## src/rtl/mapper_ram_pkg.sv

```systemverilog
// rtl/mapper_ram_pkg.sv - shared states, constants and request type for the mapper RAM sequencer
package mapper_ram_pkg;

  typedef enum logic [1:0] {
    IDLE     = 2'd0,
    WAIT_ACK = 2'd1,
    DONE     = 2'd2
  } seq_state_t;

  // Value presented on rdata after reset and after an aborted read
  localparam logic [7:0] RDATA_IDLE = 8'hFF;

  // Widest mapper address the request record can carry
  localparam int REQ_ADDR_W = 32;

  typedef struct packed {
    logic [REQ_ADDR_W-1:0] addr;
    logic                  we;
    logic [7:0]            din;
  } ram_req_t;

endpackage

```

## src/rtl/mapper_ram_rcache.sv

```systemverilog
// rtl/mapper_ram_rcache.sv - single-entry read cache with write-through update and flush
module mapper_ram_rcache #(
  parameter int ADDR_W = 27
) (
  input  logic              clk,
  input  logic              reset_n,
  input  logic              flush,
  input  logic [ADDR_W-1:0] lookup_addr,
  input  logic              fill_en,
  input  logic              wr_en,
  input  logic [ADDR_W-1:0] upd_addr,
  input  logic [7:0]        upd_data,
  output logic              hit,
  output logic [7:0]        hit_data
);

  logic              valid;
  logic [ADDR_W-1:0] tag;
  logic [7:0]        data;

  // Entry maintenance: fill on read completion, refresh data on a completed write to the
  // cached address; flush is applied last so it wins over a simultaneous fill
  always_ff @(posedge clk) begin
    if (!reset_n) begin
      valid <= 1'b0;
      tag   <= '0;
      data  <= 8'h00;
    end else begin
      if (fill_en) begin
        valid <= 1'b1;
        tag   <= upd_addr;
        data  <= upd_data;
      end else if (wr_en && valid && (tag == upd_addr)) begin
        data <= upd_data;
      end
      if (flush) begin
        valid <= 1'b0;
      end
    end
  end

  assign hit      = valid && (tag == lookup_addr);
  assign hit_data = data;

endmodule

```

## src/rtl/mapper_ram_sequencer.sv

```systemverilog
// rtl/mapper_ram_sequencer.sv - req/ack sequencer between cartridge mapper and RAM port (optional MAPPER_RAM_READ_CACHE_EN)
module mapper_ram_sequencer
  import mapper_ram_pkg::*;
#(
  parameter int ADDR_W      = 27,
  parameter int TIMEOUT_CYC = 255
) (
  input  logic              clk,
  input  logic              reset_n,
  input  logic              cpu_req,
  input  logic              ram_cs,
  input  logic              rnw,
  input  logic [ADDR_W-1:0] addr,
  input  logic [7:0]        wdata,
  input  logic              flush,
  output logic              cpu_wait,
  output logic [7:0]        rdata,
  output logic              rdata_valid,
  output logic              err,
  output logic              mem_req,
  output logic              mem_we,
  output logic [ADDR_W-1:0] mem_addr,
  output logic [7:0]        mem_din,
  input  logic              mem_ack,
  input  logic [7:0]        mem_dout
);

  seq_state_t  state, state_nxt;
  ram_req_t    req;
  logic [15:0] tmo_cnt;
  logic        accept, hit_take, ack_take, tmo_take;
  logic        hit;
  logic [7:0]  hit_data;
  logic        is_read;
  logic        unused_addr_hi;

  assign is_read        = ~req.we;
  assign mem_we         = req.we;
  assign mem_din        = req.din;
  assign mem_addr       = req.addr[ADDR_W-1:0];
  assign unused_addr_hi = ^req.addr;

`ifdef MAPPER_RAM_READ_CACHE_EN
  mapper_ram_rcache #(
    .ADDR_W (ADDR_W)
  ) u_rcache (
    .clk         (clk),
    .reset_n     (reset_n),
    .flush       (flush),
    .lookup_addr (addr),
    .fill_en     (ack_take && is_read),
    .wr_en       (ack_take && req.we),
    .upd_addr    (req.addr[ADDR_W-1:0]),
    .upd_data    (is_read ? mem_dout : req.din),
    .hit         (hit),
    .hit_data    (hit_data)
  );
`else
  logic unused_flush;
  assign unused_flush = flush;
  assign hit          = 1'b0;
  assign hit_data     = RDATA_IDLE;
`endif

  // State register
  always_ff @(posedge clk) begin
    if (!reset_n) begin
      state <= IDLE;
    end else begin
      state <= state_nxt;
    end
  end

  // Next state, transaction events and the combinational CPU wait request
  always_comb begin
    state_nxt = state;
    accept    = 1'b0;
    hit_take  = 1'b0;
    ack_take  = 1'b0;
    tmo_take  = 1'b0;
    cpu_wait  = 1'b0;
    case (state)
      IDLE: begin
        if (cpu_req && ram_cs) begin
          accept   = 1'b1;
          cpu_wait = 1'b1;
          if (rnw && hit) begin
            hit_take  = 1'b1;
            state_nxt = DONE;
          end else begin
            state_nxt = WAIT_ACK;
          end
        end
      end
      WAIT_ACK: begin
        cpu_wait = 1'b1;
        if (mem_ack) begin
          ack_take  = 1'b1;
          state_nxt = DONE;
        end else if (tmo_cnt == 16'(TIMEOUT_CYC - 1)) begin
          tmo_take  = 1'b1;
          state_nxt = DONE;
        end
      end
      DONE:    state_nxt = IDLE;
      default: state_nxt = IDLE;
    endcase
  end

  // Request latch, RAM request level, timeout counter, read data and sticky error
  always_ff @(posedge clk) begin
    if (!reset_n) begin
      req         <= '0;
      mem_req     <= 1'b0;
      rdata       <= RDATA_IDLE;
      rdata_valid <= 1'b0;
      err         <= 1'b0;
      tmo_cnt     <= 16'd0;
    end else begin
      rdata_valid <= 1'b0;
      if (accept && !hit_take) begin
        req.addr <= REQ_ADDR_W'(addr);
        req.we   <= ~rnw;
        req.din  <= wdata;
        mem_req  <= 1'b1;
        tmo_cnt  <= 16'd0;
      end
      if (state == WAIT_ACK) begin
        tmo_cnt <= tmo_cnt + 16'd1;
      end
      if (ack_take) begin
        mem_req <= 1'b0;
        tmo_cnt <= 16'd0;
        if (is_read) begin
          rdata       <= mem_dout;
          rdata_valid <= 1'b1;
        end
      end
      if (tmo_take) begin
        mem_req <= 1'b0;
        tmo_cnt <= 16'd0;
        err     <= 1'b1;
        if (is_read) begin
          rdata       <= RDATA_IDLE;
          rdata_valid <= 1'b1;
        end
      end
      if (hit_take) begin
        rdata       <= hit_data;
        rdata_valid <= 1'b1;
      end
    end
  end

endmodule

```

## config.mk

```make
export PLATFORM = sky130hd
export DESIGN_NAME = mapper_ram_sequencer
export DESIGN_NICKNAME = d
export VERILOG_FILES = /design/src/rtl/mapper_ram_pkg.sv /design/src/rtl/mapper_ram_rcache.sv /design/src/rtl/mapper_ram_sequencer.sv
export SDC_FILE = /design/constraint.sdc
export NUM_CORES = 1
export LEC_CHECK = 0
export CORE_ASPECT_RATIO = 1.4
export CORE_UTILIZATION = 48
export CTS_CLUSTER_DIAMETER = 200
export DETAILED_ROUTE_END_ITERATION = 16
export PLACE_DENSITY = 0.91
export SLEW_MARGIN = 15
export SYNTH_ARGS = -nofsm -noshare
export SYNTH_HDL_FRONTEND = slang
export SYNTH_HIERARCHICAL = 1
export SYNTH_SLANG_ARGS = --single-unit
```

## constraint.sdc

```tcl
create_clock -name clk -period 3.5 [get_ports clk]
set_clock_uncertainty 0.05 [all_clocks]
set_input_delay 0.7 -clock clk [delete_from_list [all_inputs] [get_ports clk]]
set_output_delay 0.7 -clock clk [all_outputs]
set_load 0.1 [all_outputs]
```

==> run metrics <==
status complete, no violations; maximum fanout along the worst path 6; worst slew pin tran 1029 ps; synth top area cells sky130_fd_sc_hd__dfxtp_1 (49%), sky130_fd_sc_hd__nand2_1 (13%), sky130_fd_sc_hd__a21oi_1 (7.7%); Post-synth EDFFs 0; fraction of layout instances using a drive strength above 1 10.00%; vias per cell 5.607; post-synth net total ~370; DRC violations left 0; Internal Dissipation approximately 1.2 mW; number of standard cells after synthesis 317; pwr/cell area 454.6 mW/mm^2; Total Die Area 0.005872 sq mm; longest individual stage delay on the worst path 450 ps; initial cell density of the core 50.64%; startpoint class of the critical path primary input; synthesized flop and latch total 65; setup bufs post-CTS 0; vias in the first global route between 2000 and 3000; normalized max-slew margin 31.29%; fmax 361.5 MHz; count of buffering cells on the critical path with inverters included 3; Worst-Skew Late Latency 350 ps; clock group share of total power approximately a third; Tcrit/Tclk final 79.04%; clock root buffer sky130_fd_sc_hd__clkbuf_8; worst hold margin 410.1 ps; Nets 459; pin count of the biggest net entering global routing 58; Commonest cells post-synth sky130_fd_sc_hd__nand2_1 (94), sky130_fd_sc_hd__dfxtp_1 (65), sky130_fd_sc_hd__a21oi_1 (41); setup repair after global routing missed its margin false; final hold viol count 0; quantity of hold-fixing buffers added after cts 0; DP HPWL between 4 and 5 mm; register area 0.001301 sq mm; combinational fraction of design power about 23%; Cell Chain, Critical Path clkdlybuf4s50_1 > nor4bb_4 > nor2_1 > inv_1 > buf_12; Slowest cell on crit path sky130_fd_sc_hd__clkdlybuf4s50_1; routability-driven placement congestion ratio just under 0.8; sequential fraction of the synthesis area about half; Final Critical Period between 2000 and 3000 ps; fill cell count 390; CTS tree done; clock-pin transition on the worst setup and hold timing paths about 70 ps; Top Family by Delay on Critical Path buffers and inverters; cell leakage power 1.367 nW; total standard cell area after synthesis 0.002671 sq mm; number of gates resized after CTS 0; required time of the worst setup path 2750 ps; height of the chip 90.27 um; critical path start-end classification primary input to output pin; biggest area consumer among synthesized cells sky130_fd_sc_hd__dfxtp_1; Final setup violation count 0; Yosys warning total 6; H-Tree Level Count 3; # IOs 98; mean instance size in the synthesized netlist 8.427 sq um; total routed wirelength 7.333 mm; overall track demand over capacity in global routing a little over a quarter; number of violations of the max-capacitance limit 0; setup TNS 0 ps; area taken by multi-input logic gates 0.001272 sq mm; async set-reset flop share out of synthesis 0%; count of unique library cells instantiated by Yosys 43; initial drt markers approximately 150; global route total overflow 0; synthesis-to-layout area growth 43.23%; initial antenna violation count 0; Seq pwr share 45.1%; post-route antenna net violation count 0; routed via count ~2700; number of placement rows 31; number of search-and-repair iterations in the first detailed-routing pass 4; fin. max-slew vios 0; most frequent cell after synthesis sky130_fd_sc_hd__nand2_1; Sinks on Clock Net 65; area share of the largest cell type after synthesis 48.71%; Switch Pwr 0.5711 mW; Top FF cell, synth sky130_fd_sc_hd__dfxtp_1; number of buffers inserted during clock tree synthesis 9; wire length of the first global-routing pass roughly 12 mm; Worst IR Drop VDD between 0.4 and 0.5 mV; min-delay worst type flop to flop; antenna diode count 0; switching share of power 32.83%; port buffer count 96; Arrival @ worst endpoint 2020 ps; Clock Path Buffers 2; kind of end point of the critical path output pin; post-detailed-route wirelength per cell approximately 15 um; core area 0.005275 sq mm; die width 65.05 um
==> layer usage <==
metal	up-vias	wire length [um]	global-route usage [%]
met4	0	245	11.41
li1	1269	-	-
met2	103	3840	44.97
met3	20	548	10.23
met1	1277	2698	28.93
met5	-	0	0
==> kinds of logic (layout without fill, tap and decap cells) <==
group | after synthesis | after routing | synth area share [%]
and+or+nand+nor | 158 | 158 | 30.07
buffers and inverters | 24 | 117 | 4.403
DFF | 65 | 65 | 48.71
AOI/OAI and AO/OA | 65 | 65 | 14.61
adders and majority gates | 2 | 2 | 0.9366
muxes | 3 | 3 | 1.265
==> cell type report <==
type | count | share of cell area, %
Sequential cell | 65 | 34.01
Clock buffer | 11 | 3.957
Clock inverter | 3 | 0.4578
Timing Repair Buffer | 99 | 25.77
Tap cell | 66 | 2.158
Inverter | 4 | 0.3924
Multi-Input combinational cell | 228 | 33.26
==> worst register-to-register path, cell delays in order (launching register included) <==
cell	delay [ps]
sky130_fd_sc_hd__dfxtp_1	460
sky130_fd_sc_hd__or4b_1	520
sky130_fd_sc_hd__nor4_4	370
sky130_fd_sc_hd__o21a_1	460
sky130_fd_sc_hd__buf_4	290
sky130_fd_sc_hd__a211oi_1	70
==> stage by stage <==
| step | total power [mW] | instances | setup WS (ps) | area (sq um) | utilization [%] |
|---|---|---|---|---|---|
| 2_1_floorplan | 1.060 | 317 | 916.4 | 2671 | - |
| 3_3_place_gp | 1.181 | 462 | 780.2 | 3657 | 69.33 |
| 3_5_place_dp | 1.188 | 462 | 753.6 | 3657 | 69.33 |
| 4_1_cts | 1.745 | 476 | 734.8 | 3826 | 72.53 |
| 5_1_grt | 1.795 | 476 | 670.1 | 3826 | 72.53 |
| 6_report | 1.739 | 476 | 733.5 | 3826 | 72.53 |
==> state kept, by name, summed over array words and instances, names as in the netlist, named ones only <==
register and flops:
mem_addr 27, tmo_cnt 16, mem_din 8, rdata 2, state 2, err 1
mem_req 1, mem_we 1, rdata_valid 1
==> cell usage in the layout (no fill, tap or decap), types with 2 or more instances in the layout <==
cell type / instances
sky130_fd_sc_hd__o31a_1: 2
sky130_fd_sc_hd__buf_4: 6
sky130_fd_sc_hd__nor3_1: 2
sky130_fd_sc_hd__mux2_2: 3
sky130_fd_sc_hd__clkbuf_8: 11
sky130_fd_sc_hd__nand4b_1: 4
sky130_fd_sc_hd__a21oi_1: 41
sky130_fd_sc_hd__o211ai_1: 6
sky130_fd_sc_hd__clkinv_2: 2
sky130_fd_sc_hd__inv_1: 3
sky130_fd_sc_hd__nand2b_1: 2
sky130_fd_sc_hd__o21ai_0: 2
sky130_fd_sc_hd__nand2_1: 94
sky130_fd_sc_hd__nor2_1: 10
sky130_fd_sc_hd__a211oi_1: 7
sky130_fd_sc_hd__clkdlybuf4s50_1: 92
sky130_fd_sc_hd__nand4_1: 3
sky130_fd_sc_hd__and3_1: 2
sky130_fd_sc_hd__ha_1: 2
sky130_fd_sc_hd__or3_1: 5
sky130_fd_sc_hd__nand3b_1: 3
sky130_fd_sc_hd__nand3_1: 12
sky130_fd_sc_hd__and4_1: 2
sky130_fd_sc_hd__nor3_2: 9
sky130_fd_sc_hd__dfxtp_1: 65
==> power groups by stage <==
stage          Sequential, mW  Clock (mW)  Combinational (mW)
2_1_floorplan           0.979           0              0.0812
3_3_place_gp            0.798           0               0.384
3_5_place_dp            0.800           0               0.388
4_1_cts                 0.784       0.570               0.392
5_1_grt                 0.787       0.601               0.407
6_report                0.784       0.565               0.391
==> path summary, 6_finish.rpt <==
check               start           end  slack [ps]  depth (start not counted)
max                ram_cs      cpu_wait         730                          5
min          mem_addr[22]  mem_addr[22]         410                          2
max reg2reg    tmo_cnt[7]   tmo_cnt[14]        1130                          5
min reg2reg  mem_addr[22]  mem_addr[22]         410                          2
Power figures use the tool's default switching activity.
